<file path="config.mk">
export PLATFORM = sky130hd
export DESIGN_NAME = watch_time_ctrl_flat
export DESIGN_NICKNAME = d
export VERILOG_FILES = /design/src/rtl/watch_time_ctrl_pkg.sv /design/src/rtl/watch_time_ctrl_if.sv /design/src/rtl/watch_time_ctrl_bcd2_inc.sv /design/src/rtl/watch_time_ctrl.sv /design/src/flat_wrapper.sv
export SDC_FILE = /design/constraint.sdc
export NUM_CORES = 1
export LEC_CHECK = 0
export CAP_MARGIN = 20
export CORE_UTILIZATION = 57
export DETAILED_ROUTE_END_ITERATION = 12
export PLACE_DENSITY = 0.85
export RECOVER_POWER = 100
export SLEW_MARGIN = 20
export SYNTH_ARGS = -nofsm -noshare
export SYNTH_HDL_FRONTEND = slang
export SYNTH_SLANG_ARGS = --single-unit
</file>
<file path="constraint.sdc">
create_clock -name iCLK -period 2.7 [get_ports iCLK]
set_input_delay 0.54 -clock iCLK [delete_from_list [all_inputs] [get_ports iCLK]]
set_output_delay 0.54 -clock iCLK [all_outputs]
set_load 0.02 [all_outputs]
</file>
<file path="src/rtl/watch_time_ctrl_pkg.sv">
// Shared mode encodings and BCD field limits for the watch time controller.
package watch_pkg;

    typedef enum logic [1:0] {
        RUN      = 2'd0,
        SET_HR   = 2'd1,
        SET_MIN  = 2'd2,
        MODE_INV = 2'd3
    } mode_t;

    localparam logic [7:0] HOUR_MAX = 8'h23;
    localparam logic [7:0] MIN_MAX  = 8'h59;
    localparam logic [7:0] SEC_MAX  = 8'h59;

endpackage

</file>
<file path="src/rtl/watch_time_ctrl_if.sv">
// Pulse inputs and display outputs of the watch time controller; slave = controller side.
interface watch_time_ctrl_if;

    logic        iEN_1;
    logic        iEN_200;
    logic        iBTN_MODE;
    logic        iBTN_UP;
    logic [15:0] oTIME_BCD;
    logic [3:0]  oBLANK;
    logic [1:0]  oMODE;
    logic        oCOLON;

    modport slave (
        input  iEN_1, iEN_200, iBTN_MODE, iBTN_UP,
        output oTIME_BCD, oBLANK, oMODE, oCOLON
    );

    modport master (
        output iEN_1, iEN_200, iBTN_MODE, iBTN_UP,
        input  oTIME_BCD, oBLANK, oMODE, oCOLON
    );

endinterface

</file>
<file path="src/rtl/watch_time_ctrl_bcd2_inc.sv">
// Combinational two-digit BCD increment; wraps to 00 and raises carry when value equals limit.
module bcd2_inc (
    input  logic [7:0] value,
    input  logic [7:0] limit,
    output logic [7:0] nxt,
    output logic       carry
);

    always_comb begin
        nxt   = value;
        carry = 1'b0;
        if (value == limit) begin
            nxt   = 8'h00;
            carry = 1'b1;
        end else if (value[3:0] == 4'd9) begin
            nxt = {value[7:4] + 4'd1, 4'd0};
        end else begin
            nxt = {value[7:4], value[3:0] + 4'd1};
        end
    end

endmodule

</file>
<file path="src/rtl/watch_time_ctrl.sv">
// HH:MM:SS watch controller with RUN / SET_HR / SET_MIN modes and registered outputs.
// Edited-digit blinking is built only when WATCH_BLINK_EN is defined; otherwise oBLANK is 0.
module watch_time_ctrl
    import watch_pkg::*;
#(
    parameter int BLINK_DIV = 100
) (
    input  logic            iCLK,
    input  logic            iRESET,
    watch_time_ctrl_if.slave io
);

    mode_t      mode_q, mode_n;
    logic [7:0] hr_q, min_q, sec_q;
    logic [7:0] hr_n, min_n, sec_n;
    logic       colon_q, colon_n;
    logic       up_ok;

    logic [7:0] sec_nx, min_nx, hr_nx;
    logic       sec_c, min_c;

    bcd2_inc u_sec_inc (.value(sec_q), .limit(SEC_MAX),  .nxt(sec_nx), .carry(sec_c));
    bcd2_inc u_min_inc (.value(min_q), .limit(MIN_MAX),  .nxt(min_nx), .carry(min_c));
    bcd2_inc u_hr_inc  (.value(hr_q),  .limit(HOUR_MAX), .nxt(hr_nx),  .carry());

    always_ff @(posedge iCLK or posedge iRESET) begin
        if (iRESET) begin
            mode_q  <= RUN;
            hr_q    <= 8'h00;
            min_q   <= 8'h00;
            sec_q   <= 8'h00;
            colon_q <= 1'b0;
        end else begin
            mode_q  <= mode_n;
            hr_q    <= hr_n;
            min_q   <= min_n;
            sec_q   <= sec_n;
            colon_q <= colon_n;
        end
    end

    always_comb begin
        mode_n  = mode_q;
        hr_n    = hr_q;
        min_n   = min_q;
        sec_n   = sec_q;
        colon_n = colon_q;

        case (mode_q)
            RUN:     if (io.iBTN_MODE) mode_n = SET_HR;
            SET_HR:  if (io.iBTN_MODE) mode_n = SET_MIN;
            SET_MIN: if (io.iBTN_MODE) mode_n = RUN;
            default: mode_n = RUN;
        endcase

        // A mode press in the same cycle swallows the UP press.
        up_ok = io.iBTN_UP && !io.iBTN_MODE && (mode_q == SET_HR || mode_q == SET_MIN);

        if (mode_q == RUN && io.iEN_1) begin
            sec_n   = sec_nx;
            colon_n = ~colon_q;
            if (sec_c) begin
                min_n = min_nx;
                if (min_c) hr_n = hr_nx;
            end
        end

        if (up_ok && mode_q == SET_HR)  hr_n  = hr_nx;
        if (up_ok && mode_q == SET_MIN) min_n = min_nx;
        if (mode_q == SET_MIN && io.iBTN_MODE) sec_n = 8'h00;

        if (mode_n != RUN) colon_n = 1'b1;
    end

    assign io.oTIME_BCD = {hr_q, min_q};
    assign io.oMODE     = mode_q;
    assign io.oCOLON    = colon_q;

`ifdef WATCH_BLINK_EN
    localparam int BCW = $clog2(BLINK_DIV + 1);

    logic [BCW-1:0] blink_cnt;
    logic           blink_ph;
    logic           blink_restart;

    // Restart on any mode change or accepted edit so the edited pair is lit right after a press.
    assign blink_restart = (mode_n != mode_q) || up_ok;

    always_ff @(posedge iCLK or posedge iRESET) begin
        if (iRESET) begin
            blink_cnt <= '0;
            blink_ph  <= 1'b0;
        end else if (blink_restart) begin
            blink_cnt <= '0;
            blink_ph  <= 1'b0;
        end else if (io.iEN_200) begin
            if (blink_cnt == BCW'(BLINK_DIV - 1)) begin
                blink_cnt <= '0;
                blink_ph  <= ~blink_ph;
            end else begin
                blink_cnt <= blink_cnt + 1'b1;
            end
        end
    end

    assign io.oBLANK = !blink_ph            ? 4'b0000 :
                       (mode_q == SET_HR)   ? 4'b1100 :
                       (mode_q == SET_MIN)  ? 4'b0011 : 4'b0000;
`else
    assign io.oBLANK = 4'b0000;
`endif

endmodule

</file>
<file path="src/flat_wrapper.sv">
// flat-port wrapper written by rule: the top's interface ports become plain ports
module watch_time_ctrl_flat import watch_pkg::*;
#(
    parameter int BLINK_DIV = 100
)
  (iCLK, iRESET, io_iEN_1, io_iEN_200, io_iBTN_MODE, io_iBTN_UP, io_oTIME_BCD, io_oBLANK, io_oMODE, io_oCOLON);
  watch_time_ctrl_if io_i ();
  input  logic iCLK;
  input  logic iRESET;
  input wire logic [$bits(io_i.iEN_1)-1:0] io_iEN_1;
  input wire logic [$bits(io_i.iEN_200)-1:0] io_iEN_200;
  input wire logic [$bits(io_i.iBTN_MODE)-1:0] io_iBTN_MODE;
  input wire logic [$bits(io_i.iBTN_UP)-1:0] io_iBTN_UP;
  output wire logic [$bits(io_i.oTIME_BCD)-1:0] io_oTIME_BCD;
  output wire logic [$bits(io_i.oBLANK)-1:0] io_oBLANK;
  output wire logic [$bits(io_i.oMODE)-1:0] io_oMODE;
  output wire logic [$bits(io_i.oCOLON)-1:0] io_oCOLON;
  assign io_i.iEN_1 = io_iEN_1;
  assign io_i.iEN_200 = io_iEN_200;
  assign io_i.iBTN_MODE = io_iBTN_MODE;
  assign io_i.iBTN_UP = io_iBTN_UP;
  assign io_oTIME_BCD = io_i.oTIME_BCD;
  assign io_oBLANK = io_i.oBLANK;
  assign io_oMODE = io_i.oMODE;
  assign io_oCOLON = io_i.oCOLON;
  watch_time_ctrl #(.BLINK_DIV(BLINK_DIV)) u_core (.iCLK(iCLK), .iRESET(iRESET), .io(io_i));
endmodule
</file>
# Yosys cells after proc, flatten, opt, wreduce, memory -nomap -nowiden
# Cells that the tools add are included.
# classes
n_mul	0
n_div	0
n_reduce_logical	21
n_eq_ne	8
bitwise_logic	1
addsub	6
magnitude_cmp	0
shift	0
n_mux	23
# op_table
op	count
$mux W8	15
$add A4 B1 Y4 const B	6
$eq A8 B7 Y1 const B	2
$reduce_bool A2 Y1	8
$eq A4 B4 Y1 const B	3
$eq A8 B6 Y1 const B	1
$logic_and A1 B1 Y1	6
$mux W2	3
$pmux W2 S3	1
$mux W1	4
$reduce_and A2 Y1	2
$reduce_and A3 Y1	1
$reduce_bool A3 Y1	1
$eq A2 B1 Y1 const B	1
$eq A2 B2 Y1 const B	1
$logic_not A2 Y1	1
$logic_not A1 Y1	1
$logic_or A1 B1 Y1	1
$not A1 Y1	1
# totals
word_cells	65
ram_bits	0
memories	0
ff_bits	27
out_inout_bits	23
latch_bits	0
rom_bits	0

# Longest topological paths before layout
# depth
depth_word	7
mapped_depth	8
mapped_depth_nobuf	6

# Modules after synthesis
# A second synthesis with hierarchy kept.
# unflattened
hier_cells	208
area_unflattened_um2	2138.3
# by_module_without_submodules
mod	area_per_inst_um2	seq_area_each_um2	cells_per_inst	instances
watch_time_ctrl	1229.9	675.6	100	1
bcd2_inc	302.8	0.0	36	3

# Least setup slack after synthesis
# No wires, ideal clock.
# synth_timing
path_kind	reg-to-reg
start	register u_core.mode_q[0], in the netlist u_core.io.oMODE[0]
end	register u_core.min_q[4]
arrival_ns	1.796
n_path_buf	2
period_less_slack_ns	1.921
setup_time_ns	0.125
t_required_ns	2.575
stages_incl_launch_ff	9
path_slack_ns	0.779
cell_sequence	dfrtp_1 -> inv_1 -> ha_1 -> and2_1 -> buf_2 -> a31o_1 -> buf_6 -> nand2_2 -> mux2_2
# synth_via
elab_chain_cells	6
elab_cells_between_ends	11
# synth_rtl
element	line	source
start, declared	watch_time_ctrl.sv:13	mode_t mode_q, mode_n;
start signal, assigned	watch_time_ctrl.sv:34	mode_q <= mode_n;
$eq A2 B1 Y1 / $eq A2 B2 Y1 (equally long branches)	watch_time_ctrl.sv:57, watch_time_ctrl.sv:69	
$logic_or A1 B1 Y1	watch_time_ctrl.sv:57	up_ok = io.iBTN_UP && !io.iBTN_MODE && (mode_q == SET_HR || mode_q == SET_MIN);
$logic_and A1 B1 Y1	watch_time_ctrl.sv:57	
$logic_and A1 B1 Y1	watch_time_ctrl.sv:69	if (up_ok && mode_q == SET_MIN) min_n = min_nx;
$reduce_bool A2 Y1 (no line)	n/a	
$reduce_and A2 Y1 (no line)	n/a	
end signal, assigned	watch_time_ctrl.sv:36	min_q <= min_n;
end, declared	watch_time_ctrl.sv:14	logic [7:0] hr_q, min_q, sec_q;
# Several ways; a longest one is shown, not always the timed one.
# A chain may end at the register's enable or synchronous reset.

# Worst setup path after layout
# layout_timing
start	register u_core.min_q[1]
end	register u_core.hr_q[1]
# layout_via
elab_chain_cells	4
# layout_rtl
element	line	source
$eq A8 B7 Y1	watch_time_ctrl_bcd2_inc.sv:12	if (value == limit) begin
$mux W1	watch_time_ctrl_bcd2_inc.sv:12	
$reduce_bool A2 Y1 (no line)	n/a	
$reduce_and A3 Y1 (no line)	n/a	
end signal, assigned	watch_time_ctrl.sv:35	hr_q <= hr_n;
end, declared	watch_time_ctrl.sv:14	
# Every way passes these cells.

==> parameters.txt <==
Parameter                              Value

Worst setup path
  Launch point of the worst path    u_core.min_q[1]
  Worst-path maximum fanout    7
  Critical path capture point type    flip-flop
  Launch point of the worst reg-to-reg path    u_core.min_q[1]
  Setup crit end    u_core.hr_q[1]
  Critical setup path kind    flip-flop to flip-flop
  Path depth of the worst reg2reg path    6
  Reg-to-reg slack, setup    0.60 ns
  End of the worst register-to-register path    u_core.hr_q[1]
  Type of element launching the critical path    flip-flop
  Data arrival time of the critical path    2.32 ns
  Required time reported for the critical path endpoint    2.92 ns

Yosys
  Most used DFF post-synth    sky130_fd_sc_hd__dfrtp_1
  Yosys reg bits    27
  FFs w/ async S/R, synth    100.0%
  Number of distinct library cell variants in the gate-level netlist after synthesis    43
  Average cell area after synthesis    9.765 um^2
  Sequential cell area fraction in the yosys report    39.76%
  Number of enable-type register cells in the synthesized netlist    0
  Fraction of synthesized cell area taken by the top area cell type    39.76%
  Ys Warns    0
  Mapped cell area    0.001699 mm^2
  Gate Count Post-Synth    approximately 170
  Largest cells by area after synthesis    sky130_fd_sc_hd__dfrtp_1 40%, sky130_fd_sc_hd__ha_1 12%, sky130_fd_sc_hd__nor2_1 5.3%
  Cell taking the most area after synthesis    sky130_fd_sc_hd__dfrtp_1

Die
  Die area    0.003203 mm^2
  Number of primary I/O pins    29
  Std cell rows    19
  Initial core utilization    61.09%
  CORE AREA    between 0.002 and 0.003 mm^2
  DIE HEIGHT    56.60 um
  Horiz. Die Dim    56.60 um

Cells and area
  Share of layout cells above drive strength 1    5.641%
  Final std cell area, no fill    about 0.0019 mm^2
  Commonest non-fill, non-tap cell in the layout    sky130_fd_sc_hd__dfrtp_1
  Filler instances    229
  ANT cells    0
  Area growth from synthesis to final layout    12.89%
  Final core utilization    68.96%
  Layout net count    218
  Top library cells by usage in the layout, fill and taps aside    27 x sky130_fd_sc_hd__dfrtp_1, 24 x sky130_fd_sc_hd__nor2_1, 20 x sky130_fd_sc_hd__dlygate4sd3_1

GRT
  First-pass GRT wire length    5388 um
  Pin count of the biggest net entering global routing    28
  Number of global-route vias before repair    1316
  GRT Residual Overflow    0
  Initial antenna violation count    0
  Total global routing track utilization    21.43%

STA
  Final min period    between 2 and 2.5 ns
  Share of the clock period used by the worst path    77.65%
  Setup repair after global routing missed its margin    no
  Sum of negative setup slack    0 ns
  Highest achievable clock rate    477.0 MHz
  Number of hold violations in the final report    0
  Worst max-slew margin expressed relative to the limit    2.538%
  Post-layout worst setup margin    0.6036 ns
  Worst Max-Slew Pin Slew    1.462 ns
  Max Transition Viols Final    0
  Final setup skew    0.003424 ns
  Final Setup Violations    0

Placed design
  Post-detailed-placement cell area    0.001911 mm^2
  Placed wire-length estimate    2412 um
  Placement-stage worst setup slack    0.3651 ns
  RePlAce Congestion    0.7787
  PortBufs    23

Detailed routing
  Number of DRC markers in iteration 0    42
  Routed WL per cell    about 14 um
  Number of antenna-violating nets in the routed design    0
  Total via count after detailed routing    1318
  Remaining DRCs    0
  First-pass iteration count of the detailed router    4
  Routed vias/inst    5.832
  Overall routed net length    3203 um

Clocking
  Post-CTS Resized    0
  Total clock sinks    27
  Maximum buffer depth of the clock tree    2
  # H-tree levels    1
  Source-to-sink clock delay at the later pin of the worst-skew pair    0.33 ns
  # Post-CTS Setup Buffers    0
  Root buf cell    sky130_fd_sc_hd__clkbuf_4
  TritonCTS clock tree    built
  Hold_buf cts    0
  CTS buffer count    3
  Clock-pin transition on the worst setup and hold timing paths    0.14 ns

Run
  Max-cap violations    0

Power and ir drop
  Logic pwr share    40.8%
  Total power density per cell area    692.1 mW/mm^2
  Power share of the clock group    about 13%
  Fraction of power spent switching nets    40.77%
  Relative contribution of sequential cells to total power    45.8%
  Internal power summed over all cells    786.3 uW
  Max rail drop VDD    0.0005356 V
  Switching power of the nets    541.1 uW
  Leak    0.9354 nW

Min path
  Tightest Hold Check Type    flip-flop to flip-flop

Outcome
  Result of the run    finished clean
-- metrics by stage --
step                      hold slack [ns]  power (mW)  cells
after floorplan                    0.5153      0.9952    177
after global placement             0.4982       1.156    222
after detailed placement           0.4996       1.196    222
after CTS                          0.5186       1.377    226
after global routing               0.5194       1.423    226
final                              0.5124       1.327    226
-- registers in the layout, summed over array words and instances (netlist names) --
name / flops
u_core.min_q: 8
u_core.io.oCOLON: 1
u_core.hr_q: 8
u_core.io.oMODE: 2
u_core.sec_q: 8
-- per-layer routing --
layer / track usage (%) / up-vias / wire length [um] / part of all wire, %
met2: 40.34 / 23 / 1675 / 52
met1: 23.84 / 645 / 1408 / 44
met3: 4.839 / 4 / 92 / 2.9
met4: 5.923 / 0 / 27 / 0.84
met5: 0 / - / 0 / 0
li1: - / 646 / - / -
-- worst min path at each step --
stage / startpoint / endpoint / cells past startpoint
final: u_core.hr_q[7] / u_core.hr_q[7] / 1
after global routing: u_core.hr_q[7] / u_core.hr_q[7] / 1
after detailed placement: u_core.hr_q[7] / u_core.hr_q[7] / 1
after global placement: u_core.hr_q[7] / u_core.hr_q[7] / 1
after CTS: u_core.hr_q[7] / u_core.hr_q[7] / 1
after floorplan: u_core.sec_q[7] / u_core.sec_q[7] / 2
-- synth_stat cells (all sizes together), types with 2 or more instances --
library cell  instances
nand2                 9
mux2                  8
nand3                 2
o211ai                3
inv                  10
nor4bb                2
o2bb2ai               2
clkbuf                2
and3b                 4
xnor2                 3
and3                  3
and4b                 4
nor4                  2
and2                  4
buf                   8
a21oi                 9
nor3                  4
dfrtp                27
ha                   16
o21ai                10
nor2                 24
-- logic make-up (layout without fill, tap and decap cells) --
kind of cell	after synthesis	in the layout	synth area share, %
compound gates	32	32	11.86
xor+xnor	3	3	1.547
fa+ha+maj	16	16	11.78
buf+inv	20	38	6.701
flops	27	27	39.76
mux	8	8	5.964
other cells	1	4	0.2207
simple gates	67	67	22.17
-- power groups by stage --
stage	clock network [mW]	registers, mW	logic [mW]
5_1_grt	0.198	0.625	0.600
4_1_cts	0.185	0.610	0.582
3_5_place_dp	0	0.619	0.577
2_1_floorplan	0	0.658	0.337
3_3_place_gp	0	0.606	0.550
6_report	0.178	0.607	0.542
-- area by class of cell --
cell class | instances | area (um^2) | share of cell area (%)
timing repair buffer | 24 | 234.0 | 12.20
clock buffer | 4 | 26.28 | 1.370
inverter | 10 | 37.54 | 1.957
multi-input combinational | 130 | 905.9 | 47.23
tap | 31 | 38.79 | 2.022
sequential | 27 | 675.6 | 35.23
-- critical path: stages (launching register included) --
cell,delay [ns]
sky130_fd_sc_hd__dfrtp_1,0.45
sky130_fd_sc_hd__inv_1,0.07
sky130_fd_sc_hd__ha_1,0.17
sky130_fd_sc_hd__nor4bb_1,0.25
sky130_fd_sc_hd__and4b_1,0.38
sky130_fd_sc_hd__or2_0,0.30
sky130_fd_sc_hd__mux2_1,0.37
(Power assumes the default switching activity.)
